### src/rtl/sdram_rom_arbiter_pkg.sv
// Shared types and constants for the SDRAM ROM-port arbiter.
package rom_arb_pkg;

    typedef enum logic [1:0] {IDLE, ISSUE, WAIT, DONE} state_t;
    typedef enum logic [1:0] {RQ_NONE, RQ_DL, RQ_SND, RQ_CPU} req_id_t;

    localparam logic [22:0] CPU_BASE_DEF = 23'h000000;
    localparam logic [22:0] SND_BASE_DEF = 23'h004000;

    localparam int ERR_DL_OVR  = 0;
    localparam int ERR_ACK_TMO = 1;

    // Byte enables for a single download byte: odd address lands in the high lane.
    function automatic logic [1:0] dl_ds(input logic a0);
        return {a0, ~a0};
    endfunction

endpackage

### src/rtl/sdram_rom_arbiter_if.sv
// Toggle-handshake ROM port between the arbiter (master) and the sdram controller (slave).
interface sdram_rom_arbiter_if;
    logic        port_req;
    logic        port_ack;
    logic [22:0] port_a;
    logic [1:0]  port_ds;
    logic        port_we;
    logic [15:0] port_d;
    logic [15:0] port_q;

    modport master (output port_req, port_a, port_ds, port_we, port_d,
                    input  port_ack, port_q);
    modport slave  (input  port_req, port_a, port_ds, port_we, port_d,
                    output port_ack, port_q);
endinterface

### src/rtl/sdram_rom_arbiter_sync_edge.sv
// Two-flop synchronizer with a registered one-cycle rising-edge pulse.
module sync_edge (
    input  logic clk_i,
    input  logic rst_ni,
    input  logic d_i,
    output logic pulse_o
);
    logic meta_q, sync_q, prev_q, pulse_q;

    // Synchronize the asynchronous level and detect its rising edge.
    always_ff @(posedge clk_i or negedge rst_ni) begin
        if (!rst_ni) begin
            meta_q  <= 1'b0;
            sync_q  <= 1'b0;
            prev_q  <= 1'b0;
            pulse_q <= 1'b0;
        end else begin
            meta_q  <= d_i;
            sync_q  <= meta_q;
            prev_q  <= sync_q;
            pulse_q <= sync_q & ~prev_q;
        end
    end

    assign pulse_o = pulse_q;
endmodule

### src/rtl/sdram_rom_arbiter.sv
// Shares the SDRAM ROM port among download writes, sound-CPU fetch and main-CPU fetch,
// with a one-word hit register per reader.
module sdram_rom_arbiter
    import rom_arb_pkg::*;
#(
    parameter logic [22:0] CPU_BASE = CPU_BASE_DEF,
    parameter logic [22:0] SND_BASE = SND_BASE_DEF,
    parameter int unsigned ACK_TMO  = 255
) (
    input  logic        clk_sys,
    input  logic        reset_n,
    input  logic        dl_active,
    input  logic        dl_wr,
    input  logic [24:0] dl_addr,
    input  logic [7:0]  dl_data,
    input  logic        cpu_rd,
    input  logic [14:0] cpu_addr,
    output logic [15:0] cpu_q,
    output logic        cpu_valid,
    input  logic        snd_vma,
    input  logic [12:0] snd_addr,
    output logic [15:0] snd_q,
    output logic        snd_valid,
    output logic        rom_loaded,
    output logic [1:0]  err_flags,
    sdram_rom_arbiter_if.master sd
);
    localparam logic [7:0] TMO_LAST = 8'(ACK_TMO - 1);

    state_t      state_q;
    req_id_t     rid_q, gnt_d;
    logic [22:0] cap_q, cap_d;
    logic        dl_pend_q, dl_wr_prev_q, dl_act_prev_q;
    logic [23:0] dl_a_q;
    logic [7:0]  dl_byte_q;
    logic        snd_pend_q, snd_edge;
    logic [11:0] snd_w_q, snd_tag_q;
    logic        snd_tv_q, cpu_tv_q, snd_hit_d, cpu_hit_d;
    logic [13:0] cpu_tag_q;
    logic [15:0] cpu_data_q, snd_data_q;
    logic        cpu_valid_q, snd_valid_q, rom_loaded_q;
    logic [1:0]  err_q;
    logic [7:0]  tmo_cnt_q;
    logic        port_req_q, port_we_q;
    logic [22:0] port_a_q;
    logic [1:0]  port_ds_q;
    logic [15:0] port_d_q;
    logic        addr_unused;

    assign addr_unused = dl_addr[24] ^ cpu_addr[0] ^ snd_addr[0];

    sync_edge u_snd_sync (
        .clk_i   (clk_sys),
        .rst_ni  (reset_n),
        .d_i     (snd_vma),
        .pulse_o (snd_edge)
    );

    // Grant selection and hit checks; dl > snd > cpu, readers blocked during download.
    always_comb begin
        gnt_d     = RQ_NONE;
        cap_d     = 23'd0;
        snd_hit_d = 1'b0;
        cpu_hit_d = 1'b0;
        if (dl_pend_q) begin
            gnt_d = RQ_DL;
            cap_d = dl_a_q[23:1];
        end else if (dl_active) begin
            gnt_d = RQ_NONE;
        end else if (snd_pend_q) begin
            if (snd_tv_q && (snd_tag_q == snd_w_q)) begin
                snd_hit_d = 1'b1;
            end else begin
                gnt_d = RQ_SND;
                cap_d = {11'd0, snd_w_q};
            end
        end else if (cpu_rd) begin
            if (cpu_tv_q && (cpu_tag_q == cpu_addr[14:1])) begin
                cpu_hit_d = 1'b1;
            end else begin
                gnt_d = RQ_CPU;
                cap_d = {9'd0, cpu_addr[14:1]};
            end
        end else begin
            gnt_d = RQ_NONE;
        end
    end

    // Request capture, transfer FSM, hit registers and sticky status.
    always_ff @(posedge clk_sys or negedge reset_n) begin
        if (!reset_n) begin
            state_q       <= IDLE;
            rid_q         <= RQ_NONE;
            cap_q         <= 23'd0;
            dl_pend_q     <= 1'b0;
            dl_wr_prev_q  <= 1'b0;
            dl_act_prev_q <= 1'b0;
            dl_a_q        <= 24'd0;
            dl_byte_q     <= 8'd0;
            snd_pend_q    <= 1'b0;
            snd_w_q       <= 12'd0;
            snd_tag_q     <= 12'd0;
            snd_tv_q      <= 1'b0;
            cpu_tag_q     <= 14'd0;
            cpu_tv_q      <= 1'b0;
            cpu_data_q    <= 16'd0;
            snd_data_q    <= 16'd0;
            cpu_valid_q   <= 1'b0;
            snd_valid_q   <= 1'b0;
            rom_loaded_q  <= 1'b0;
            err_q         <= 2'b00;
            tmo_cnt_q     <= 8'd0;
            port_req_q    <= 1'b0;
            port_we_q     <= 1'b0;
            port_a_q      <= 23'd0;
            port_ds_q     <= 2'b00;
            port_d_q      <= 16'd0;
        end else begin
            cpu_valid_q   <= 1'b0;
            snd_valid_q   <= 1'b0;
            dl_wr_prev_q  <= dl_wr;
            dl_act_prev_q <= dl_active;
            if (dl_act_prev_q && !dl_active) rom_loaded_q <= 1'b1;
            // A second byte before the first is written is dropped and flagged.
            if (dl_wr && !dl_wr_prev_q) begin
                if (dl_pend_q) begin
                    err_q[ERR_DL_OVR] <= 1'b1;
                end else begin
                    dl_pend_q <= 1'b1;
                    dl_a_q    <= dl_addr[23:0];
                    dl_byte_q <= dl_data;
                end
            end
            case (state_q)
                IDLE: begin
                    if (gnt_d != RQ_NONE) begin
                        rid_q   <= gnt_d;
                        cap_q   <= cap_d;
                        state_q <= ISSUE;
                        if (gnt_d == RQ_SND) snd_pend_q <= 1'b0;
                    end else if (snd_hit_d) begin
                        snd_valid_q <= 1'b1;
                        snd_pend_q  <= 1'b0;
                    end else if (cpu_hit_d) begin
                        cpu_valid_q <= 1'b1;
                    end
                end
                ISSUE: begin
                    case (rid_q)
                        RQ_CPU:  port_a_q <= CPU_BASE + cap_q;
                        RQ_SND:  port_a_q <= SND_BASE + cap_q;
                        default: port_a_q <= cap_q;
                    endcase
                    if (rid_q == RQ_DL) begin
                        port_ds_q <= dl_ds(dl_a_q[0]);
                        port_we_q <= 1'b1;
                        port_d_q  <= {dl_byte_q, dl_byte_q};
                    end else begin
                        port_ds_q <= 2'b11;
                        port_we_q <= 1'b0;
                    end
                    port_req_q <= ~port_req_q;
                    tmo_cnt_q  <= 8'd0;
                    state_q    <= WAIT;
                end
                WAIT: begin
                    if (sd.port_ack == port_req_q) begin
                        case (rid_q)
                            RQ_DL:  dl_pend_q <= 1'b0;
                            RQ_CPU: begin
                                cpu_data_q <= sd.port_q;
                                cpu_tag_q  <= cap_q[13:0];
                                cpu_tv_q   <= 1'b1;
                            end
                            RQ_SND: begin
                                snd_data_q <= sd.port_q;
                                snd_tag_q  <= cap_q[11:0];
                                snd_tv_q   <= 1'b1;
                            end
                            default: ;
                        endcase
                        state_q <= DONE;
                    end else if (tmo_cnt_q == TMO_LAST) begin
                        err_q[ERR_ACK_TMO] <= 1'b1;
                    end else begin
                        tmo_cnt_q <= tmo_cnt_q + 8'd1;
                    end
                end
                DONE: begin
                    if (!dl_active) begin
                        cpu_valid_q <= (rid_q == RQ_CPU);
                        snd_valid_q <= (rid_q == RQ_SND);
                    end
                    state_q <= IDLE;
                end
                default: state_q <= IDLE;
            endcase
            if (snd_edge && !dl_active) begin
                snd_pend_q <= 1'b1;
                snd_w_q    <= snd_addr[12:1];
            end
            if (dl_active) begin
                cpu_tv_q <= 1'b0;
                snd_tv_q <= 1'b0;
            end
        end
    end

    assign cpu_q       = cpu_data_q;
    assign cpu_valid   = cpu_valid_q;
    assign snd_q       = snd_data_q;
    assign snd_valid   = snd_valid_q;
    assign rom_loaded  = rom_loaded_q;
    assign err_flags   = err_q;
    assign sd.port_req = port_req_q;
    assign sd.port_a   = port_a_q;
    assign sd.port_ds  = port_ds_q;
    assign sd.port_we  = port_we_q;
    assign sd.port_d   = port_d_q;
endmodule

### src/flat_wrapper.sv
// flat-port wrapper written by rule: the top's interface ports become plain ports
module sdram_rom_arbiter_flat import rom_arb_pkg::*;
#(
    parameter logic [22:0] CPU_BASE = CPU_BASE_DEF,
    parameter logic [22:0] SND_BASE = SND_BASE_DEF,
    parameter int unsigned ACK_TMO  = 255
)
  (clk_sys, reset_n, dl_active, dl_wr, dl_addr, dl_data, cpu_rd, cpu_addr, cpu_q, cpu_valid, snd_vma, snd_addr, snd_q, snd_valid, rom_loaded, err_flags, sd_port_req, sd_port_a, sd_port_ds, sd_port_we, sd_port_d, sd_port_ack, sd_port_q);
  sdram_rom_arbiter_if sd_i ();
  input  logic clk_sys;
  input  logic reset_n;
  input  logic dl_active;
  input  logic dl_wr;
  input  logic [24:0] dl_addr;
  input  logic [7:0] dl_data;
  input  logic cpu_rd;
  input  logic [14:0] cpu_addr;
  output logic [15:0] cpu_q;
  output logic cpu_valid;
  input  logic snd_vma;
  input  logic [12:0] snd_addr;
  output logic [15:0] snd_q;
  output logic snd_valid;
  output logic rom_loaded;
  output logic [1:0] err_flags;
  output wire logic [$bits(sd_i.port_req)-1:0] sd_port_req;
  output wire logic [$bits(sd_i.port_a)-1:0] sd_port_a;
  output wire logic [$bits(sd_i.port_ds)-1:0] sd_port_ds;
  output wire logic [$bits(sd_i.port_we)-1:0] sd_port_we;
  output wire logic [$bits(sd_i.port_d)-1:0] sd_port_d;
  input wire logic [$bits(sd_i.port_ack)-1:0] sd_port_ack;
  input wire logic [$bits(sd_i.port_q)-1:0] sd_port_q;
  assign sd_port_req = sd_i.port_req;
  assign sd_port_a = sd_i.port_a;
  assign sd_port_ds = sd_i.port_ds;
  assign sd_port_we = sd_i.port_we;
  assign sd_port_d = sd_i.port_d;
  assign sd_i.port_ack = sd_port_ack;
  assign sd_i.port_q = sd_port_q;
  sdram_rom_arbiter #(.CPU_BASE(CPU_BASE), .SND_BASE(SND_BASE), .ACK_TMO(ACK_TMO)) u_core (.clk_sys(clk_sys), .reset_n(reset_n), .dl_active(dl_active), .dl_wr(dl_wr), .dl_addr(dl_addr), .dl_data(dl_data), .cpu_rd(cpu_rd), .cpu_addr(cpu_addr), .cpu_q(cpu_q), .cpu_valid(cpu_valid), .snd_vma(snd_vma), .snd_addr(snd_addr), .snd_q(snd_q), .snd_valid(snd_valid), .rom_loaded(rom_loaded), .err_flags(err_flags), .sd(sd_i));
endmodule
### config.mk
export PLATFORM = sky130hd
export DESIGN_NAME = sdram_rom_arbiter_flat
export DESIGN_NICKNAME = d
export VERILOG_FILES = /design/src/rtl/sdram_rom_arbiter_pkg.sv /design/src/rtl/sdram_rom_arbiter_if.sv /design/src/rtl/sdram_rom_arbiter_sync_edge.sv /design/src/rtl/sdram_rom_arbiter.sv /design/src/flat_wrapper.sv
export SDC_FILE = /design/constraint.sdc
export NUM_CORES = 1
export LEC_CHECK = 0
export ABC_AREA = 0
export BUFFER_PORTS_ARGS = -buffer_cell sky130_fd_sc_hd__buf_2
export CAP_MARGIN = 20
export CORE_ASPECT_RATIO = 1.1
export CORE_MARGIN = 2
export CORE_UTILIZATION = 44
export DETAILED_ROUTE_END_ITERATION = 10
export GPL_TIMING_DRIVEN = 0
export MAX_ROUTING_LAYER = met4
export PLACE_DENSITY = 0.76
export SKIP_CTS_REPAIR_TIMING = 1
export SYNTH_ARGS = -nofsm -noshare
export SYNTH_HDL_FRONTEND = slang
export SYNTH_SLANG_ARGS = --single-unit
### constraint.sdc
create_clock -name clk_sys -period 4.4 [get_ports clk_sys]
set_clock_uncertainty 0.2 [all_clocks]
set_input_delay 0.22 -clock clk_sys [delete_from_list [all_inputs] [get_ports clk_sys]]
set_output_delay 0.22 -clock clk_sys [all_outputs]
set_load 0.01 [all_outputs]
# Yosys cells after proc, flatten, opt, wreduce, memory -nomap -nowiden
# Cells that the tools add are included.
dict set report totals {
  output_inout_bits 80
  regBits 195
  inputBits 84
  elab_cells 139
}
dict set report op_classes {
  eq_ne 16
  n_mux 56
  n_reduce_logical 28
  bitwise 6
  addsub 2
}
# cell count
set ops {}
lappend ops {{$mux W23} 5}
lappend ops {{$mux W1} 34}
lappend ops {{$add A15 B23 Y23 const A} 1}
lappend ops {{$reduce_and A3 Y1} 7}
lappend ops {{$mux W2} 9}
lappend ops {{$mux W8} 2}
lappend ops {{$pmux W8 S2} 1}
lappend ops {{$eq A14 B14 Y1} 1}
lappend ops {{$mux W14} 1}
lappend ops {{$reduce_bool A2 Y1} 7}
lappend ops {{$eq A12 B12 Y1} 1}
lappend ops {{$mux W12} 1}
lappend ops {{$eq A2 B2 Y1 const B} 5}
lappend ops {{$reduce_and A2 Y1} 5}
lappend ops {{$add A8 B1 Y8 const B} 1}
lappend ops {{$eq A8 B8 Y1 const B} 1}
lappend ops {{$pmux W2 S4} 1}
lappend ops {{$logic_and A1 B1 Y1} 5}
lappend ops {{$not A1 Y1} 5}
lappend ops {{$eq A2 B1 Y1 const B} 2}
lappend ops {{$ne A2 B1 Y1 const B} 2}
lappend ops {{$ne A2 B2 Y1 const B} 2}
lappend ops {{$pmux W1 S2} 2}
lappend ops {{$ne A3 B3 Y1 const B} 1}
lappend ops {{5 further kinds} 6}

# Logic depth before layout (Yosys ltp)
# Gate-level depths: netlist of the first run.
dict set report logic_depth {
  ltp_word 12
  mapped_depth 8
  mapped_depth_nobuf 8
}

# By module
# From an unflattened synthesis of the first run, not the netlist that was laid out.
dict set report hier_totals {
  hier_cells 644
  hier_area_um2 7903.8
}
# mod instances seq_area_each_um2 cells_per_inst area_per_inst_um2
set by_module_without_submodules {}
lappend by_module_without_submodules {sdram_rom_arbiter 1 4579.4 639 7790.0}
lappend by_module_without_submodules {sync_edge 1 100.1 5 113.9}

# Worst setup path after synthesis of the first run
# No wires, ideal clock.
dict set report synth_path {
  path_type {register to register}
  startpoint {reg u_core.snd_w_q[4]}
  endpoint {reg u_core.cap_q[5]}
  stages_incl_launch_ff 7
  required_ns 4.075
  period_less_slack_ns 2.074
  setup_ns 0.125
  t_arrival_ns 1.749
  path_buffers 0
  setup_slack_ns 2.326
  cell_sequence {dfrtp_1 > xnor2_1 > nand4_1 > nor4_4 > o22ai_2 > o21ai_4 > mux2_2}
}
dict set report synth_between {
  elab_chain_cells 8
  word_cells_on_any_way 12
  cone_classes {eq/ne: 1; mux: 8; reduce/logical: 3}
}
# item line_no
set synth_lines {}
lappend synth_lines {{from (decl)} sdram_rom_arbiter.sv:37} ;# logic [11:0] snd_w_q, snd_tag_q;
lappend synth_lines {{from (signal assigned)} sdram_rom_arbiter.sv:200} ;# snd_w_q <= snd_addr[12:1];
lappend synth_lines {{$eq A12 B12 Y1 (*)} sdram_rom_arbiter.sv:71} ;# if (snd_tv_q && (snd_tag_q == snd_w_q)) begin
lappend synth_lines {{$logic_and A1 B1 Y1 (*)} sdram_rom_arbiter.sv:71}
lappend synth_lines {{$mux W2} sdram_rom_arbiter.sv:71}
lappend synth_lines {{$mux W2} sdram_rom_arbiter.sv:70} ;# end else if (snd_pend_q) begin
lappend synth_lines {{$mux W2} sdram_rom_arbiter.sv:68} ;# end else if (dl_active) begin
lappend synth_lines {{$mux W2} sdram_rom_arbiter.sv:65} ;# if (dl_pend_q) begin
lappend synth_lines {{$reduce_bool A2 Y1} sdram_rom_arbiter.sv:136} ;# if (gnt_d != RQ_NONE) begin
lappend synth_lines {{$reduce_and A2 Y1 (no source line)} -}
lappend synth_lines {{to (signal assigned)} sdram_rom_arbiter.sv:138} ;# cap_q <= cap_d;
lappend synth_lines {{to (decl)} sdram_rom_arbiter.sv:32} ;# logic [22:0] cap_q, cap_d;
# Mark *: on every way between the ends. The rest lies on a longest branch, timed or not.
# A chain may end at the register's enable or synchronous reset.

# Final worst setup path of the first run
dict set report layout_path {
  startpoint {reg u_core.state_q[1]}
  endpoint {reg u_core.port_a_q[9], in the netlist u_core.sd.port_a[9]}
}
dict set report layout_between {
  elab_chain_cells 1
}
# item line_no
set layout_lines {}
lappend layout_lines {{from (decl)} sdram_rom_arbiter.sv:30} ;# state_t state_q;
lappend layout_lines {{from (signal assigned)} sdram_rom_arbiter.sv:92} ;# state_q <= IDLE;
lappend layout_lines {{from (signal assigned)} sdram_rom_arbiter.sv:139} ;# state_q <= ISSUE;
lappend layout_lines {{from (signal assigned)} sdram_rom_arbiter.sv:164} ;# state_q <= WAIT;
lappend layout_lines {{$eq A2 B1 Y1} sdram_rom_arbiter.sv:134} ;# case (state_q)
lappend layout_lines {{to (signal assigned)} sdram_rom_arbiter.sv:150} ;# RQ_CPU: port_a_q <= CPU_BASE + cap_q;
lappend layout_lines {{to (signal assigned)} sdram_rom_arbiter.sv:151} ;# RQ_SND: port_a_q <= SND_BASE + cap_q;
lappend layout_lines {{to (signal assigned)} sdram_rom_arbiter.sv:152} ;# default: port_a_q <= cap_q;
lappend layout_lines {{to (decl)} sdram_rom_arbiter.sv:45} ;# logic [22:0] port_a_q;
# No other way between the ends.

==> key figures, run 1 <==
Clocking
  • Insertion delay to the later sink of the worst-skew pair: approximately 420 ps
  • Clk pin slew, worst setup/hold paths: approximately 70 ps
  • CTS Sinks: around 190
  • Root Buffer: clkbuf_16
  • Largest buffer count on any clock path: 2
  • # H-tree levels: 4
  • Total CTS buffers: 17
  • CTS tree: built

Route
  • Post-route DRC: 0
  • DRT Pass-1 Iters: 7
  • Drt initial violations: around 310
  • Mean number of vias per cell: about 5.0
  • Final WL: roughly 18 mm
  • Mean routed wirelength per cell: 16.34 um
  • ANT nets after route: 0
  • Via count: between 5k and 6k

Run status
  • Violated checks: hold timing
  • Outcome: finished, violations left

Global routing
  • Largest net degree at the start of global routing: 99
  • First-pass GRT wire length: ~28 mm
  • Initial antenna violation count: 1
  • Vias in the first global route: slightly above 5k
  • Overall routing resource usage: 0.1973
  • Gr ovfl total: 0

Setup path
  • Peak per-stage delay on the critical path: ~650 ps
  • CP Launch Type: flip-flop
  • Critical-path cell list: inv_1 > ha_1 > clkbuf_1 > clkbuf_1 > mux2_2
  • Cell mode on critical path: clkbuf_1
  • RR Startpoint: u_core.state_q[1]
  • Crit. End Element: flip-flop
  • CP bufs+invs: 3
  • Required @ worst endpoint: 4510 ps
  • FF-to-FF End: u_core.sd.port_a[9]
  • CP arrival: 2670 ps
  • Slowest CP cell: clkbuf_1
  • CP top delay family: buffers and inverters
  • R2r worst-path depth: 5
  • R2r setup slk: 1840 ps
  • CP Class: flip-flop to flip-flop
  • Critical Path Fanout Max: 10

Placed design
  • GP Congestion: 0.8154
  • Post-Place Cells: around 1.0k
  • HPWL after detailed placement: approximately 12 mm
  • Dpl ws: about 1800 ps
  • Number of port buffers: 160

STA
  • Setup WS post-layout: 1837 ps
  • TNS Setup: 0 ps
  • Worst-Margin Slew: approximately 760 ps
  • RSZ-0062 raised after global routing: false
  • Min Hold Slack: -29.60 ps
  • Period utilization: 0.5825
  • Final Hold Vio Count: 2
  • Final setup vio count: 0
  • Worst slew margin: 0.4908
  • Peak Freq: 0.3902 GHz
  • Max Slew Vio Count: 0
  • Fin crit period: 2563 ps

Pwr
  • Clock share of power: 0.235
  • Power per cell area: about 660 nW/um^2
  • Sequential power share: 0.422
  • Net switching power: 0.002303 W
  • Peak supply drop: 0.3305 mV
  • Pint: roughly 0.0045 W
  • Comb power frac: 0.343
  • Sw Ratio: 0.3396
  • Leak pwr: between 4 and 5 nW

Die
  • Num rows: a little over 50
  • Total core area: 17,550 um^2
  • Ports: ~160
  • Die area: 18,840 um^2
  • Die width: 131.1 um
  • Starting Density: 0.4453
  • Die height: approximately 140 um

Final layout
  • Layout cells sized above 1: 0.3464
  • Commonest non-fill, non-tap cell in the layout: dfrtp_1
  • Fin cells: 1,131
  • Fin nets: around 1,000
  • # fillers: 1,387
  • Commonest non-fill, non-tap cells in the layout: dfrtp_1 (187), buf_2 (165), mux2_2 (92)
  • Layout area overhead: 32.08%

Synthesis
  • YS warnings: 0
  • Area contributors post-synth: dfrtp_1 (60%), mux2_2 (13%), xnor2_1 (3.1%), nand2_1 (3.0%), o21ai_0 (2.0%)
  • Number of synthesized flops with an enable pin: 0
  • Sequential fraction of the synthesis area: 0.5988
  • Synthesized area per cell: roughly 13 um^2
  • #FFs+latches synth: approximately 190
  • Asr flop ratio synth: 1.000
  • Mapped Area: 7815 um^2
  • Synth top area share: 0.5988
  • Dominant cell type by area after synthesis: dfrtp_1
  • Cells after Synth: about 620
  • Netlist cell types: 48
  • Top_reg_cell synth: dfrtp_1
  • Syn_nets: between 700 and 800

Min path
  • Hold crit path type: input port to flip-flop
  • Hold Crit Depth: 3
  • Hold EP: u_core.cap_q[10]
  • Hold Startpoint: cpu_addr[11]

Flow run
  • # Max-Cap Violations: 0
-- stage by stage --
stage | area, um^2 | hold slack [ps] | utilization | power [W]
6_report | 10320 | -29.60 | 0.5882 | 0.006783
3_3_place_gp | 8914 | 129.9 | 0.5080 | 0.005074
4_1_cts | 9569 | -387.1 | 0.5453 | 0.006785
3_5_place_dp | 8951 | 73.47 | 0.5101 | 0.005165
5_1_grt | 10320 | 1.115 | 0.5882 | 0.007232
2_1_floorplan | 7815 | -275.6 | - | 0.004332
-- worst max-delay path by stage --
| stage | cells past startpoint | start | to | slack, ps |
|---|---|---|---|---|
| floorplan | 6 | u_core.snd_w_q[4] | u_core.cap_q[5] | 2330 |
| global placement | 1 | reset_n | u_core.snd_q[10] | -130 |
| detailed placement | 5 | u_core.state_q[1] | u_core.sd.port_a[9] | 1830 |
| CTS | 5 | u_core.state_q[1] | u_core.sd.port_a[9] | 1790 |
| global route | 5 | u_core.state_q[1] | u_core.sd.port_a[11] | 1680 |
| finish | 5 | u_core.state_q[1] | u_core.sd.port_a[9] | 1840 |
-- synthesized netlist by cell type, types with 9 or more instances --
master and number:
mux2_2 92, o21ai_0 31, a222oi_1 11, a22o_1 9, mux2i_1 12, xor2_1 11, nand3_1 10, clkbuf_1 14
a21oi_1 17, nand2_1 63, xnor2_1 28, nor2_1 32, dfrtp_1 187, inv_1 24
-- power by group through the flow --
stage	logic (W)	registers (W)	clock network [W]
6_report	0.00232	0.00287	0.00159
5_1_grt	0.00257	0.00296	0.00171
4_1_cts	0.00230	0.00286	0.00163
3_5_place_dp	0.00228	0.00289	0
3_3_place_gp	0.00222	0.00285	0
2_1_floorplan	0.00139	0.00294	0
-- final cells by class --
class	instances	area [um^2]	area share
Antenna cell	1	2.502	0.0002424
Buffer	35	183.9	0.01782
Clock buffer	20	466.7	0.04521
Clock inverter	12	151.4	0.01467
Inverter	25	93.84	0.009091
Multi-Input combinational cell	377	2858	0.2768
Sequential cell	187	4679	0.4533
Tap cell	238	297.8	0.02885
Timing Repair Buffer	236	1589	0.1539
-- worst register-to-register path, delay by kind of cell (launching register included) --
family                   cells  cell delay (ps)
buffers and inverters        3             1260
flip-flops                   1              430
multiplexers                 1              420
adder cells (fa/ha/maj)      1              150
-- flip-flops by register name, summed over array words and instances (netlist names), 8 cells and up --
name	cells
u_core.snd_w_q	12
u_core.tmo_cnt_q	8
u_core.cpu_tag_q	14
u_core.dl_a_q	24
u_core.sd.port_a	23
u_core.cap_q	23
u_core.snd_tag_q	12
u_core.sd.port_d	8
u_core.cpu_q	16
u_core.dl_byte_q	8
u_core.snd_q	16
-- routing by layer --
layer | vias up | part of all wire | global-route usage
li1 | 2675 | - | -
met1 | 2811 | 0.43 | 0.2610
met2 | 153 | 0.52 | 0.3106
met3 | 18 | 0.040 | 0.04542
met4 | 0 | 0.010 | 0.04703
met5 | - | 0 | -
-- cells by family after synthesis --
family,synth area share
AOI/OAI and AO/OA,0.07589
xor gates and xnor gates,0.04371
adders and majority gates,0.01281
buffers and inverters,0.03554
DFF,0.5988
muxes,0.1513
and+or+nand+nor,0.08197
Power figures use the tool's default switching activity.
==> inputs of run 2 (changes only) <==
--- a/config.mk
+++ b/config.mk
@@ -14,7 +14,7 @@
 export DETAILED_ROUTE_END_ITERATION = 10
 export GPL_TIMING_DRIVEN = 0
 export MAX_ROUTING_LAYER = met4
-export PLACE_DENSITY = 0.76
+export PLACE_DENSITY = 0.79
 export SKIP_CTS_REPAIR_TIMING = 1
 export SYNTH_ARGS = -nofsm -noshare
 export SYNTH_HDL_FRONTEND = slang
==> constraint.sdc (replaced) <==
create_clock -name clk_sys -period 2.2 [get_ports clk_sys]
set_clock_uncertainty 0.2 [all_clocks]
set_input_delay 0.11 -clock clk_sys [delete_from_list [all_inputs] [get_ports clk_sys]]
set_output_delay 0.11 -clock clk_sys [all_outputs]
set_load 0.01 [all_outputs]
==> key figures, run 2 (synthesis results as in run 1) <==
Global routing
  • Met1 usage: 0.2526
  • Met2 usage: 0.3191
  • First-pass GRT wire length: about 28 mm
  • Largest net degree at the start of global routing: 110
  • GRT Max-Usage Layer: met2
  • Gr ovfl total: 0
  • Overall routing resource usage: 0.2000
  • Initial antenna violation count: 1
  • Met3 GRT Util: 0.04542
  • Vias in the first global route: ~5.3k

Route
  • Via count: 5,803
  • Final WL: around 19 mm
  • DRT Pass-1 Iters: 6
  • ANT nets after route: 0
  • Mean routed wirelength per cell: 16.50 um
  • Mean number of vias per cell: a little over 5
  • Drt initial violations: a little under 300
  • Post-route DRC: 0

STA
  • Final setup vio count: 25
  • RSZ-0062 raised after global routing: true
  • Max Slew Vio Count: 0
  • Fin crit period: 2469 ps
  • Period utilization: 1.122
  • Worst-Margin Slew: around 700 ps
  • Final Hold Vio Count: 0
  • Worst slew margin: 0.5404
  • Setup WS post-layout: -269.2 ps
  • Peak Freq: between 0.4 and 0.5 GHz

Setup path
  • CP Launch Type: flip-flop
  • CP arrival: approximately 2600 ps
  • Required @ worst endpoint: about 2400 ps
  • CP Class: flip-flop to flip-flop
  • Crit. End Element: flip-flop
  • Critical Path Fanout Max: 5

Final layout
  • Final core occ: 0.6066
  • Fin cells: about 1.1k
  • Commonest non-fill, non-tap cell in the layout: dfrtp_1
  • Largest register FFs: 24
  • # fillers: about 1.4k
  • Layout cells sized above 1: 0.3758
  • Layout area overhead: 36.22%
  • Fin nets: ~1,000
  • Largest reg by FF count: u_core.dl_a_q
  • Commonest non-fill, non-tap cells in the layout: dfrtp_1 (186), buf_2 (160), mux2_2 (91)

Die
  • Total core area: about 18,000 um^2
  • Die width: about 130 um
  • Num rows: around 50
  • Die area: around 19,000 um^2
  • Die height: 143.8 um
  • Starting Density: 0.4453
  • Ports: between 150 and 200

Clocking
  • CTS tree: built
  • Total CTS buffers: 17
  • Insertion delay to the later sink of the worst-skew pair: 430 ps
  • CTS Sinks: 187
  • Root Buffer: clkbuf_16
  • Clk pin slew, worst setup/hold paths: 70 ps
  • # H-tree levels: 4
  • Largest buffer count on any clock path: 2

Placed design
  • HPWL after detailed placement: 12.60 mm
  • Number of port buffers: 160
  • Post-Place Cells: about 1.0k
  • GP Congestion: 0.8236
  • Dpl ws: -433.2 ps

Min path
  • Hold crit path type: input port to async pin

Flow run
  • # Max-Cap Violations: 0

Pwr
  • Leak pwr: roughly 5.1 nW
  • Peak supply drop: between 0.6 and 0.7 mV
  • Power per cell area: 1323 nW/um^2

Run status
  • Violated checks: setup timing
  • Outcome: finished, violations left
## run 2: final cells by class
type	count	area, um^2	share of cell area
clock inverter	12	181.4	0.01704
multi-input combinational	377	2927	0.2749
inverter	25	93.84	0.008815
timing repair buffer	255	1773	0.1665
tap	238	297.8	0.02797
clock buffer	20	466.7	0.04384
antenna	1	2.502	0.0002351
sequential	187	4681	0.4397
buffer	34	222.7	0.02092
## run 2: stage by stage
step / area, um^2 / hold slack, ps / TNS [ps] / total power (W)
3_5_place_dp: 8951 / -68.93 / -19910 / 0.01036
3_3_place_gp: 8914 / 19.99 / -425400 / 0.01015
4_1_cts: 9599 / -531.8 / -21450 / 0.01373
2_1_floorplan: 7815 / -385.6 / 0 / 0.008663
5_1_grt: 10650 / 86.98 / -6772 / 0.01497
6_report: 10650 / 44.68 / -5183 / 0.01409
## run 2: final timing paths
| kind | depth (start not counted) | slack [ps] | end | startpoint |
|---|---|---|---|---|
| max | 8 | -270 | u_core.cap_q[8] | u_core.snd_w_q[3] |
| min | 2 | 40 | u_core.sd.port_a[17] | reset_n |
| max reg2reg | 8 | -270 | u_core.cap_q[8] | u_core.snd_w_q[3] |
| min reg2reg | 0 | 150 | u_core.u_snd_sync.sync_q | u_core.u_snd_sync.meta_q |
| max in group asynchronous | 3 | 810 | u_core.snd_w_q[9] | reset_n |
| min in group clk_sys | 3 | 100 | u_core.rid_q[0] | cpu_rd |
## run 2: per-layer routing
layer / part of all wire / wire, um / up-vias
met3: 0.055 / 1041 / 25
li1: - / - / 2717
met2: 0.51 / 9629 / 183
met4: 0.018 / 335 / 0
met5: 0 / 0 / -
met1: 0.42 / 7952 / 2878
## run 2: power by group
part / switching (W) / leakage, nW / total (W) / internal, W
logic: 0.00248 / 2.42 / 0.00503 / 0.00255
clock network: 0.00133 / 0.317 / 0.00333 / 0.00201
registers: 0.000880 / 2.33 / 0.00572 / 0.00484
## run 2: worst max-delay path: stages, from the launching register on
cell	delay [ps]
dfrtp_1	430
xnor2_1	230
nand4_1	180
nor4_4	300
buf_4	190
o22ai_4	90
o21ai_4	320
clkbuf_16	230
mux2i_1	200
==> inputs of run 3 (changes only) <==
--- a/config.mk
+++ b/config.mk
@@ -9,7 +9,6 @@
 export BUFFER_PORTS_ARGS = -buffer_cell sky130_fd_sc_hd__buf_2
 export CAP_MARGIN = 20
 export CORE_ASPECT_RATIO = 1.1
-export CORE_MARGIN = 2
 export CORE_UTILIZATION = 44
 export DETAILED_ROUTE_END_ITERATION = 10
 export GPL_TIMING_DRIVEN = 0
==> key figures, run 3 (synthesis results as in run 1) <==
Min path
  • Hold crit path type: input port to flip-flop
  • Hold Startpoint: cpu_rd

STA
  • Setup WS post-layout: -120.2 ps
  • Max Slew Vio Count: 0
  • RSZ-0062 raised after global routing: true
  • Final Hold Vio Count: 0
  • Peak Freq: about 0.43 GHz
  • Fin crit period: 2320 ps
  • Min Hold Slack: a little over 70 ps
  • Final setup vio count: 23
  • Worst-Margin Slew: roughly 710 ps
  • Worst slew margin: 0.5282
  • Period utilization: 1.055

Run status
  • Outcome: finished, violations left
  • Violated checks: setup timing

Die
  • Ports: between 150 and 200
  • Die area: ~18,000 um^2
  • Starting Density: 0.4543
  • Total core area: between 15,000 and 20,000 um^2
  • Num rows: 50
  • Die height: 141.8 um
  • Die width: about 130 um

Setup path
  • CP arrival: about 2400 ps
  • Crit. Startpoint: u_core.snd_w_q[9]
  • CP Class: flip-flop to flip-flop
  • Crit. End Element: flip-flop
  • Required @ worst endpoint: between 2000 and 2500 ps
  • Critical Path Fanout Max: 6
  • CP Launch Type: flip-flop
  • RR Startpoint: u_core.snd_w_q[9]

Route
  • Post-route DRC: 0
  • Via count: 5,780
  • Mean routed wirelength per cell: 17.07 um
  • Drt initial violations: ~330
  • Final WL: just under 20 mm
  • Mean number of vias per cell: a little over 5
  • ANT nets after route: 0
  • DRT Pass-1 Iters: 6

Final layout
  • Largest register FFs: 24
  • Fin area: 10,660 um^2
  • Layout area overhead: 36.38%
  • Commonest non-fill, non-tap cell in the layout: dfrtp_1
  • Fin nets: 990
  • Largest reg by FF count: u_core.dl_a_q
  • Final core occ: 0.6195
  • Layout cells sized above 1: 0.3798
  • Fin cells: about 1.1k
  • Commonest non-fill, non-tap cells in the layout: dfrtp_1 (186), buf_2 (163), mux2_2 (91)

Clocking
  • CTS Sinks: approximately 190
  • CTS tree: built
  • Largest buffer count on any clock path: 2
  • # H-tree levels: 4
  • Total CTS buffers: 17
  • Insertion delay to the later sink of the worst-skew pair: between 400 and 500 ps
  • Clk pin slew, worst setup/hold paths: about 70 ps
  • Root Buffer: clkbuf_16

Global routing
  • Gr ovfl total: 0
  • Initial antenna violation count: 2
  • Vias in the first global route: 5,242
  • First-pass GRT wire length: between 20 and 30 mm
  • Overall routing resource usage: 0.2103
  • Largest net degree at the start of global routing: approximately 100

Placed design
  • Post-Place Cells: between 1k and 1.5k
  • GP Congestion: between 0.8 and 0.9
  • Number of port buffers: 160
  • DP Area: between 8000 and 9000 um^2
  • HPWL after detailed placement: 12.50 mm

Flow run
  • # Max-Cap Violations: 0

Pwr
  • Peak supply drop: approximately 0.65 mV
  • Leak pwr: a little over 5 nW
  • Power per cell area: ~1300 nW/um^2
run 3: cell types whose count changed in the layout (fill, tap and decap cells not counted), sizes merged:
cell,change
clkbuf,-2
clkinvlp,-1
bufinv,-1
diode,+2
clkinv,+2
buf,+3
run 3: layout make-up:
class | instances | area (um^2)
diodes | 3 | 7.507
plain buffers | 34 | 234.0
clock buffers | 20 | 446.7
clock inverters | 12 | 161.4
fillers | 1346 | 6546
inverters | 25 | 93.84
multi-input cells | 377 | 2934
flip-flops and latches | 187 | 4681
well taps | 234 | 292.8
repair buffers | 256 | 1807
run 3: per-layer routing:
metal,up-vias,global-route usage,wire length (um)
met5,-,-,0
met4,0,0.08916,573
met3,39,0.05053,913
met2,173,0.3252,9895
met1,2855,0.2644,8217
li1,2713,-,-
run 3: power by group:
part | internal, W | total, W | switching (W)
Sequential | 0.00484 | 0.00577 | 0.000928
Clock | 0.00183 | 0.00319 | 0.00135
Combinational | 0.00264 | 0.00513 | 0.00249
Total | 0.00932 | 0.0141 | 0.00477
run 3: worst paths after layout:
kind	endpoint	slack, ps	cells after the start
max in group asynchronous	u_core.state_q[1]	820	3
hold reg to reg	u_core.u_snd_sync.sync_q	150	0
hold / removal	u_core.rid_q[0]	70	3
min in group asynchronous	u_core.sd.port_a[20]	80	2
setup / recovery	u_core.cap_q[5]	-120	8
setup reg to reg	u_core.cap_q[5]	-120	8
run 3: critical path, cell delays in order, from the launching register on:
cell,delay [ps]
dfrtp_1,420
xnor2_1,190
nand4_1,180
nor4_4,290
buf_4,180
o22ai_4,90
o21ai_4,190
buf_12,160
mux2_4,300
run 3: per-stage QoR:
stage | total power [W] | worst slack (ps) | TNS [ps]
final | 0.01409 | -120.2 | -1747
after global routing | 0.01493 | -201.8 | -3761
after CTS | 0.01355 | -460.7 | -18470
after detailed placement | 0.01034 | -444.7 | -17730
after global placement | 0.01013 | -2175 | -417300
after floorplan | 0.008663 | 126.0 | 0
